### src/rtl/uart_rx_fifo.sv
// uart_rx_fifo: receive-side byte buffer behind the UART receiver.
// Each rising edge of the receiver's level-type data-ready flag captures one byte
// into a circular FIFO. The consumer sees the head byte first-word-fall-through
// with a valid/read handshake. Fill level, full/empty and a sticky overflow flag
// are also reported.
module uart_rx_fifo #(
  parameter int ADDR_WIDTH = 4
) (
  input  logic                  d_clk,
  input  logic                  i_reset,
  input  logic [7:0]            i_8_data,
  input  logic                  i_data_ready,
  output logic [7:0]            o_8_data,
  output logic                  o_valid,
  input  logic                  i_read,
  output logic [ADDR_WIDTH:0]   o_count,
  output logic                  o_full,
  output logic                  o_empty,
  output logic                  o_overflow,
  input  logic                  i_clear_overflow
);

  localparam int DEPTH = 2 ** ADDR_WIDTH;
  localparam logic [ADDR_WIDTH:0] C_FULL = {1'b1, {ADDR_WIDTH{1'b0}}};

  logic [7:0]            r_mem [DEPTH];
  logic [ADDR_WIDTH-1:0] r_wrPtr;
  logic [ADDR_WIDTH-1:0] r_rdPtr;
  logic [ADDR_WIDTH:0]   r_count;
  logic                  r_rdyQ;
  logic                  r_overflow;

  logic w_push;
  logic w_pop;
  logic w_full;
  logic w_write;
  logic w_drop;

  // Decode this cycle's push and pop, and check whether a push can actually be stored.
  always_comb begin
    w_push  = i_data_ready & ~r_rdyQ;
    w_pop   = i_read & (r_count != '0);
    w_full  = (r_count == C_FULL);
    w_write = w_push & (~w_full | w_pop);
    w_drop  = w_push & w_full & ~w_pop;
  end

  assign o_8_data   = r_mem[r_rdPtr];
  assign o_valid    = (r_count != '0);
  assign o_empty    = (r_count == '0);
  assign o_full     = w_full;
  assign o_count    = r_count;
  assign o_overflow = r_overflow;

  // Storage array: left uninitialised on reset because the pointers alone define validity.
  always_ff @(posedge d_clk) begin
    if (!i_reset && w_write) begin
      r_mem[r_wrPtr] <= i_8_data;
    end
  end

  // Delay the ready flag so that only its rising edge produces a push.
  // Reset loads 1 so that a flag already high when reset releases is not captured.
  always_ff @(posedge d_clk) begin
    if (i_reset) begin
      r_rdyQ <= 1'b1;
    end else begin
      r_rdyQ <= i_data_ready;
    end
  end

  // Advance the pointers and track the fill level. A simultaneous push and pop leaves the count unchanged.
  always_ff @(posedge d_clk) begin
    if (i_reset) begin
      r_wrPtr <= '0;
      r_rdPtr <= '0;
      r_count <= '0;
    end else begin
      if (w_write) begin
        r_wrPtr <= r_wrPtr + 1'b1;
      end
      if (w_pop) begin
        r_rdPtr <= r_rdPtr + 1'b1;
      end
      case ({w_write, w_pop})
        2'b10:   r_count <= r_count + 1'b1;
        2'b01:   r_count <= r_count - 1'b1;
        default: r_count <= r_count;
      endcase
    end
  end

  // Sticky overflow flag. A byte dropped in the same cycle as a clear request keeps the flag set.
  always_ff @(posedge d_clk) begin
    if (i_reset) begin
      r_overflow <= 1'b0;
    end else if (w_drop) begin
      r_overflow <= 1'b1;
    end else if (i_clear_overflow) begin
      r_overflow <= 1'b0;
    end
  end

endmodule
### config.mk
export PLATFORM = sky130hd
export DESIGN_NAME = uart_rx_fifo
export DESIGN_NICKNAME = d
export VERILOG_FILES = /design/src/rtl/uart_rx_fifo.sv
export SDC_FILE = /design/constraint.sdc
export NUM_CORES = 1
export LEC_CHECK = 0
export BUFFER_PORTS_ARGS = -buffer_cell sky130_fd_sc_hd__buf_4
export CAP_MARGIN = 40
export CORE_MARGIN = 2
export CORE_UTILIZATION = 60
export CTS_CLUSTER_DIAMETER = 150
export DETAILED_ROUTE_END_ITERATION = 10
export MAX_ROUTING_LAYER = met4
export PLACE_DENSITY = 0.86
export SLEW_MARGIN = 20
export SYNTH_ARGS = -nofsm -noshare
export SYNTH_HDL_FRONTEND = slang
export SYNTH_SLANG_ARGS = --single-unit
### constraint.sdc
create_clock -name d_clk -period 3.3 [get_ports d_clk]
set_clock_uncertainty 0.1 [all_clocks]
set_input_delay 0.33 -clock d_clk [delete_from_list [all_inputs] [get_ports d_clk]]
set_output_delay 0.33 -clock d_clk [all_outputs]
set_load 0.005 [all_outputs]
# [Yosys cells after proc, flatten, opt, wreduce, memory -nomap -nowiden]
# Memories as Yosys holds them, arrays and structs flattened. A register that Yosys moved wholly into a read port is not among the register bits.
# Index checks and enable logic that the tools add are counted.
# W data, S select, Z words.
[classes] reduce_logical=6 bitwise=9 mux=7 n_addsub=4 eq_ne=3
[ops] operator="$pmux W5 S2" n=1
[ops] operator="$add A4 B1 Y4 const B" n=2
[ops] operator="$mux W4" n=2
[ops] operator="$add A5 B1 Y5 const B" n=1
[ops] operator="$and A1 B1 Y1" n=5
[ops] operator="$eq A5 B5 Y1 const B" n=1
[ops] operator="$logic_not A5 Y1" n=1
[ops] operator="$reduce_bool A5 Y1" n=1
[ops] operator="$sub A5 B1 Y5 const B" n=1
[ops] operator="$mux W1" n=4
[ops] operator="$reduce_bool A2 Y1" n=2
[ops] operator="$not A1 Y1" n=3
[ops] operator="$eq A2 B1 Y1 const B" n=1
[ops] operator="$eq A2 B2 Y1 const B" n=1
[ops] operator="$logic_and A1 B1 Y1" n=1
[ops] operator="$logic_not A1 Y1" n=1
[ops] operator="$or A1 B1 Y1" n=1
[word_totals] ff_bits=15 memories=1 out_inout_bits=17 ramBits=128 inputBits=13 elab_cells=35
[mem_list] memory="r_mem" depth=16 width=8 rd=1 rd_clocked_by_memory_dff=1 wr=1 line_no="26" source="logic [7:0] r_mem [DEPTH];"

# [Depth between registers and ports, before layout]
[depth] ltp_word=7 ltp_mapped=9 depth_no_buf=8

# [Worst setup path after synthesis]
# No wires, ideal clock.
[synth_timing] path_kind="reg-to-reg" startpoint="register r_count[0] (netlist: o_count[0])" endpoint="register r_count[4] (netlist: o_count[4])" t_arrival_ns=2.352 t_required_ns=3.060 path_stages_with_launch=10 setup_slack_ns=0.708 path_cell_list="dfxtp_1 -> or4_1 -> buf_2 -> o211ai_4 -> inv_1 -> ha_1 -> nand2b_1 -> a21o_1 -> a2111oi_0 -> o211ai_1"
[synth_via] elab_chain_len=6 word_cells_on_any_way=12
[synth_lines] element="start: declaration" line_no="29" source="logic [ADDR_WIDTH:0] r_count;"
[synth_lines] element="start signal: assignment" line_no="86" source="2'b10: r_count <= r_count + 1'b1;"
[synth_lines] element="start signal: assignment" line_no="87" source="2'b01: r_count <= r_count - 1'b1;"
[synth_lines] element="start signal: assignment" line_no="88" source="default: r_count <= r_count;"
[synth_lines] element="$reduce_bool A5 Y1 / $eq A5 B5 Y1 (equally long branches)" line_no="42, 43"
[synth_lines] element="$and A1 B1 Y1 / $not A1 Y1 (equally long branches)" line_no="42, 44"
[synth_lines] element="$or A1 B1 Y1" line_no="44" source="w_write = w_push & (~w_full | w_pop);"
[synth_lines] element="$and A1 B1 Y1" line_no="44"
[synth_lines] element="$eq A2 B1 Y1 / $eq A2 B2 Y1 (equally long branches)" line_no="85" source="case ({w_write, w_pop})"
[synth_lines] element="$pmux W5 S2 / $reduce_bool A2 Y1 (equally long branches)"
# Parallel ways exist; a longest one is shown, timed or not.
# A chain may end at the register's enable or synchronous reset.

==> impl_results.html <==
<table>
<tr><th>Metric</th><th>Value</th></tr>
<tr><th colspan="2">Outcome</th></tr>
<tr><td>Run status</td><td>finished clean</td></tr>
<tr><th colspan="2">Floorplan</th></tr>
<tr><td>Die area</td><td>10700 um^2</td></tr>
<tr><td>Site Rows</td><td>36</td></tr>
<tr><td>Chip Height</td><td>104 um</td></tr>
<tr><td>Area inside the core boundary</td><td>9730 um^2</td></tr>
<tr><td>Top Ports</td><td>30</td></tr>
<tr><td>Die extent in x</td><td>104 um</td></tr>
<tr><td>Effective utilization at floorplan</td><td>61.3%</td></tr>
<tr><th colspan="2">Yosys</th></tr>
<tr><td>Post-synthesis register bit count</td><td>147</td></tr>
<tr><td>Synthesized netlist cell count</td><td>330</td></tr>
<tr><td>Synthesized area per cell</td><td>18.1 um^2</td></tr>
<tr><td>Mapped cell area</td><td>5960 um^2</td></tr>
<tr><td>Cell taking the most area after synthesis</td><td>edfxtp_1</td></tr>
<tr><td>Sequential fraction of the synthesis area</td><td>70.8%</td></tr>
<tr><td>Number of enable-type register cells in the synthesized netlist</td><td>128</td></tr>
<tr><td>Post-synthesis compound-gate area fraction</td><td>4.68%</td></tr>
<tr><td>Area share of the largest cell type after synthesis</td><td>64.5%</td></tr>
<tr><td>Multiplexer share of the synthesized area</td><td>12.8%</td></tr>
<tr><td>Post-synthesis share of cell area spent on and, or, nand and nor gates</td><td>6.95%</td></tr>
<tr><td>Cell types occupying the most area after synthesis</td><td>edfxtp_1 (64%), mux4_2 (12%), dfxtp_1 (6.4%), a22oi_1 (2.0%), ha_1 (1.7%)</td></tr>
<tr><td>Predominant post-synthesis flop cell</td><td>edfxtp_1</td></tr>
<tr><td>Number of distinct library cells after synthesis</td><td>43</td></tr>
<tr><td>Syn_nets</td><td>352</td></tr>
<tr><td>Main combinational cell family by area after synthesis</td><td>multiplexers</td></tr>
<tr><td>Async S/R FF share, synth</td><td>0%</td></tr>
<tr><td>Number of warnings reported in the yosys synthesis log</td><td>0</td></tr>
<tr><td>Fraction of synthesized cell area in xor and xnor cells</td><td>1.03%</td></tr>
<tr><td>Adder-Cell Fraction of Synth Area</td><td>2.01%</td></tr>
<tr><th colspan="2">Power</th></tr>
<tr><td>Internal power</td><td>3770 uW</td></tr>
<tr><td>Static leakage</td><td>0.00237 uW</td></tr>
<tr><td>Total power</td><td>5190 uW</td></tr>
<tr><td>Fraction of power spent switching nets</td><td>27.4%</td></tr>
<tr><td>Clock group share of total power</td><td>35.6%</td></tr>
<tr><td>Power Density</td><td>751 nW/um^2</td></tr>
<tr><td>Sequential group share of total power</td><td>42.2%</td></tr>
<tr><td>VDD IR max</td><td>0.552 mV</td></tr>
<tr><td>Sw power</td><td>1420 uW</td></tr>
<tr><td>Share of total power in combinational logic</td><td>22.2%</td></tr>
<tr><th colspan="2">CTS</th></tr>
<tr><td>CTS sink count</td><td>147</td></tr>
<tr><td>Clock insertion delay at the later pin of the skew report</td><td>0.52 ns</td></tr>
<tr><td>CTS root buffer</td><td>clkbuf_8</td></tr>
<tr><td>Clock transition at the register clock pins on the worst setup and hold paths after CTS</td><td>0.06 ns</td></tr>
<tr><td>Maximum level of the CTS H-tree</td><td>4</td></tr>
<tr><td>TritonCTS clock tree</td><td>built</td></tr>
<tr><td>Total clock buffers created by CTS</td><td>17</td></tr>
<tr><td>Number of buffers inserted by post-CTS setup repair</td><td>0</td></tr>
<tr><td>Bufs on Longest Clock Path</td><td>2</td></tr>
<tr><td>Resized Gates After CTS</td><td>0</td></tr>
<tr><th colspan="2">Worst setup path</th></tr>
<tr><td>Critical path fanouts, max</td><td>13</td></tr>
<tr><td>Highest cell delay on the worst timing path</td><td>0.60 ns</td></tr>
<tr><td>Crit. End Element</td><td>primary output</td></tr>
<tr><td>Startpoint Class</td><td>register</td></tr>
<tr><td>R2r setup slk</td><td>0.36 ns</td></tr>
<tr><td>Worst setup path category</td><td>reg2out</td></tr>
<tr><td>Critical Path Slowest Stage Cell</td><td>dfxtp_2</td></tr>
<tr><td>Critical path, cell by cell</td><td>buf_4, mux4_2, a22oi_1, nand2_1, buf_4</td></tr>
<tr><td>Worst path most repeated cell</td><td>buf_4</td></tr>
<tr><td>Critical path arrival</td><td>2.59 ns</td></tr>
<tr><td>Required time of the worst setup path</td><td>2.87 ns</td></tr>
<tr><th colspan="2">Final layout</th></tr>
<tr><td>Diodes inserted</td><td>0</td></tr>
<tr><td>Final Net Count</td><td>391</td></tr>
<tr><td>Share of layout cells above drive strength 1</td><td>27.5%</td></tr>
<tr><td>Filler cell count</td><td>601</td></tr>
<tr><td>Sequential standard cell area</td><td>4230 um^2</td></tr>
<tr><td>Area added between synthesis and finish</td><td>15.9%</td></tr>
<tr><td>Final cell area excluding filler cells</td><td>6910 um^2</td></tr>
<tr><td>Multi-input combinational cell area</td><td>1640 um^2</td></tr>
<tr><td>Final design utilization</td><td>71.1%</td></tr>
<tr><th colspan="2">Route</th></tr>
<tr><td>Routed len/inst</td><td>24.0 um</td></tr>
<tr><td>Total wire length after detailed routing</td><td>12300 um</td></tr>
<tr><td>Starting DRC count in detailed routing</td><td>291</td></tr>
<tr><td>Number of vias per cell</td><td>6.23</td></tr>
<tr><td>DRT Pass-1 Iters</td><td>5</td></tr>
<tr><td>Via count of the routed design</td><td>3211</td></tr>
<tr><td>Number of remaining DRC errors</td><td>0</td></tr>
<tr><td>Count of nets left with antenna violations after detail routing</td><td>0</td></tr>
<tr><th colspan="2">Flow run</th></tr>
<tr><td>Max_cap viols</td><td>0</td></tr>
<tr><th colspan="2">STA</th></tr>
<tr><td>Worst Tran Pin Value</td><td>0.852 ns</td></tr>
<tr><td>Final setup violation count</td><td>0</td></tr>
<tr><td>Final Max Tran Viols</td><td>0</td></tr>
<tr><td>Post-layout min period</td><td>3.02 ns</td></tr>
<tr><td>Fmax</td><td>331 MHz</td></tr>
<tr><td>Unrepaired setup endpoints after global routing</td><td>false</td></tr>
<tr><td>Hold violation total from the final report</td><td>0</td></tr>
<tr><td>Relative slew slack</td><td>43.1%</td></tr>
<tr><td>Post-route clock period utilization</td><td>91.5%</td></tr>
<tr><td>Smallest hold slack</td><td>0.0162 ns</td></tr>
<tr><td>Post-route setup TNS</td><td>0 ns</td></tr>
<tr><th colspan="2">Placed design</th></tr>
<tr><td>Number of input and output port buffers inserted</td><td>29</td></tr>
<tr><td>Weighted congestion reported at the end of routability-driven placement</td><td>0.816</td></tr>
<tr><td>Placement Cell Area</td><td>6310 um^2</td></tr>
<tr><td>HPWL after DPL</td><td>7090 um</td></tr>
<tr><th colspan="2">Global route</th></tr>
<tr><td>Initial antenna violation count</td><td>0</td></tr>
<tr><td>GRT Total Usage</td><td>24.9%</td></tr>
<tr><td>Number of global-route vias before repair</td><td>3343</td></tr>
<tr><td>Global-route wire length before repair</td><td>18700 um</td></tr>
<tr><td>Maximum number of pins on one net before global-route repair</td><td>33</td></tr>
<tr><td>Overflow left after global routing</td><td>0</td></tr>
<tr><th colspan="2">Worst hold path</th></tr>
<tr><td>Tightest Hold Check Type</td><td>in2reg</td></tr>
</table>
[cell families after synthesis]
kind of cell,count (synthesis)
xor gates and xnor gates,7
DFF,147
adders and majority gates,9
AOI/OAI and AO/OA,35
and+or+nand+nor,72
muxes,36
buffers and inverters,24
[area by class of cell]
class | count | area share, %
Sequential cell | 147 | 61.1
Multi-Input combinational cell | 159 | 23.7
Clock buffer | 18 | 6.05
Timing Repair Buffer | 37 | 4.09
Tap cell | 133 | 2.41
Clock inverter | 14 | 2.23
Inverter | 7 | 0.380
[stage by stage]
stage / setup slack (ns) / std cells
after global routing: 0.0888 / 515
after CTS: 0.209 / 513
after floorplan: 0.708 / 330
final: 0.280 / 515
after detailed placement: 0.402 / 479
after global placement: 0.565 / 479
[power by group through the flow]
stage                     registers [uW]  logic (uW)  clock network [uW]
final                               2190        1150                1850
after global routing                2210        1240                1940
after floorplan                     2170         841                   0
after CTS                           2190        1170                1870
after detailed placement            2230        1140                   0
after global placement              2220        1090                   0
[path summary, 6_finish.rpt]
| path | startpoint | end | depth (start not counted) |
|---|---|---|---|
| worst max-delay path | register | o_8_data[2] | 5 |
| worst min register to register | o_overflow | o_overflow | 2 |
| worst max register to register | o_count[0] | o_count[4] | 8 |
| worst min-delay path | i_clear_overflow | o_overflow | 4 |
[cells in the final DEF (no fill, tap or decap), types with 2 or more instances in the layout]
cell type,synthesis,routed
edfxtp_1,128,128
buf_4,0,34
mux4_2,32,32
dfxtp_1,19,18
nor2_1,16,16
a22oi_1,16,16
clkbuf_16,0,16
and3_1,15,15
nand2_1,10,10
nor2b_1,8,8
ha_1,8,8
inv_1,7,7
xor2_1,5,5
nand2b_1,4,4
nor3b_1,4,4
o211ai_1,4,4
clkinv_4,0,4
inv_6,0,4
nor3_1,3,3
mux2i_1,3,3
and2_1,2,2
a21oi_1,2,2
xnor2_1,2,2
nand4b_1,2,2
a211oi_1,2,2
or2_2,2,2
a2111oi_0,2,2
clkinvlp_4,0,2
bufinv_16,0,2
dlygate4sd3_1,0,2
[critical path, delay by kind of cell (launching register included)]
kind,cells,cell delay (ns)
DFF,1,0.60
muxes,1,0.54
buffers and inverters,2,0.49
AOI/OAI and AO/OA,1,0.34
and+or+nand+nor,1,0.10
[synth_stat cells, types with 4 or more instances]
library cell / instances
mux4_2: 32
edfxtp_1: 128
dfxtp_1: 19
nand2_1: 10
xor2_1: 5
nor2b_1: 8
nor3b_1: 4
clkbuf_1: 8
ha_1: 8
a22oi_1: 16
nand2b_1: 4
inv_1: 7
buf_2: 6
nor2_1: 16
and3_1: 15
o211ai_1: 4
[routing by layer]
layer | vias up | GRT usage, % | wire length [um]
met5 | - | - | 0
met3 | 29 | 6.99 | 939
met2 | 174 | 40.4 | 6510
met1 | 1607 | 29.1 | 4500
li1 | 1401 | - | -
met4 | 0 | 11.4 | 387
[repair_timing]
action / 4_1_cts / 5_1_grt
endpoints found under the hold margin: 17 / 0
hold buffers: 2 / 0
endpoints found under the setup margin: 0 / 0
[flip-flops by register name (all words and copies together) (netlist names), named ones only]
signal and flops:
r_mem 128, o_overflow 1, r_wrPtr 4, r_rdyQ 1, o_count 5, r_rdPtr 4
No activity file was read; power rests on OpenSTA's default activity.
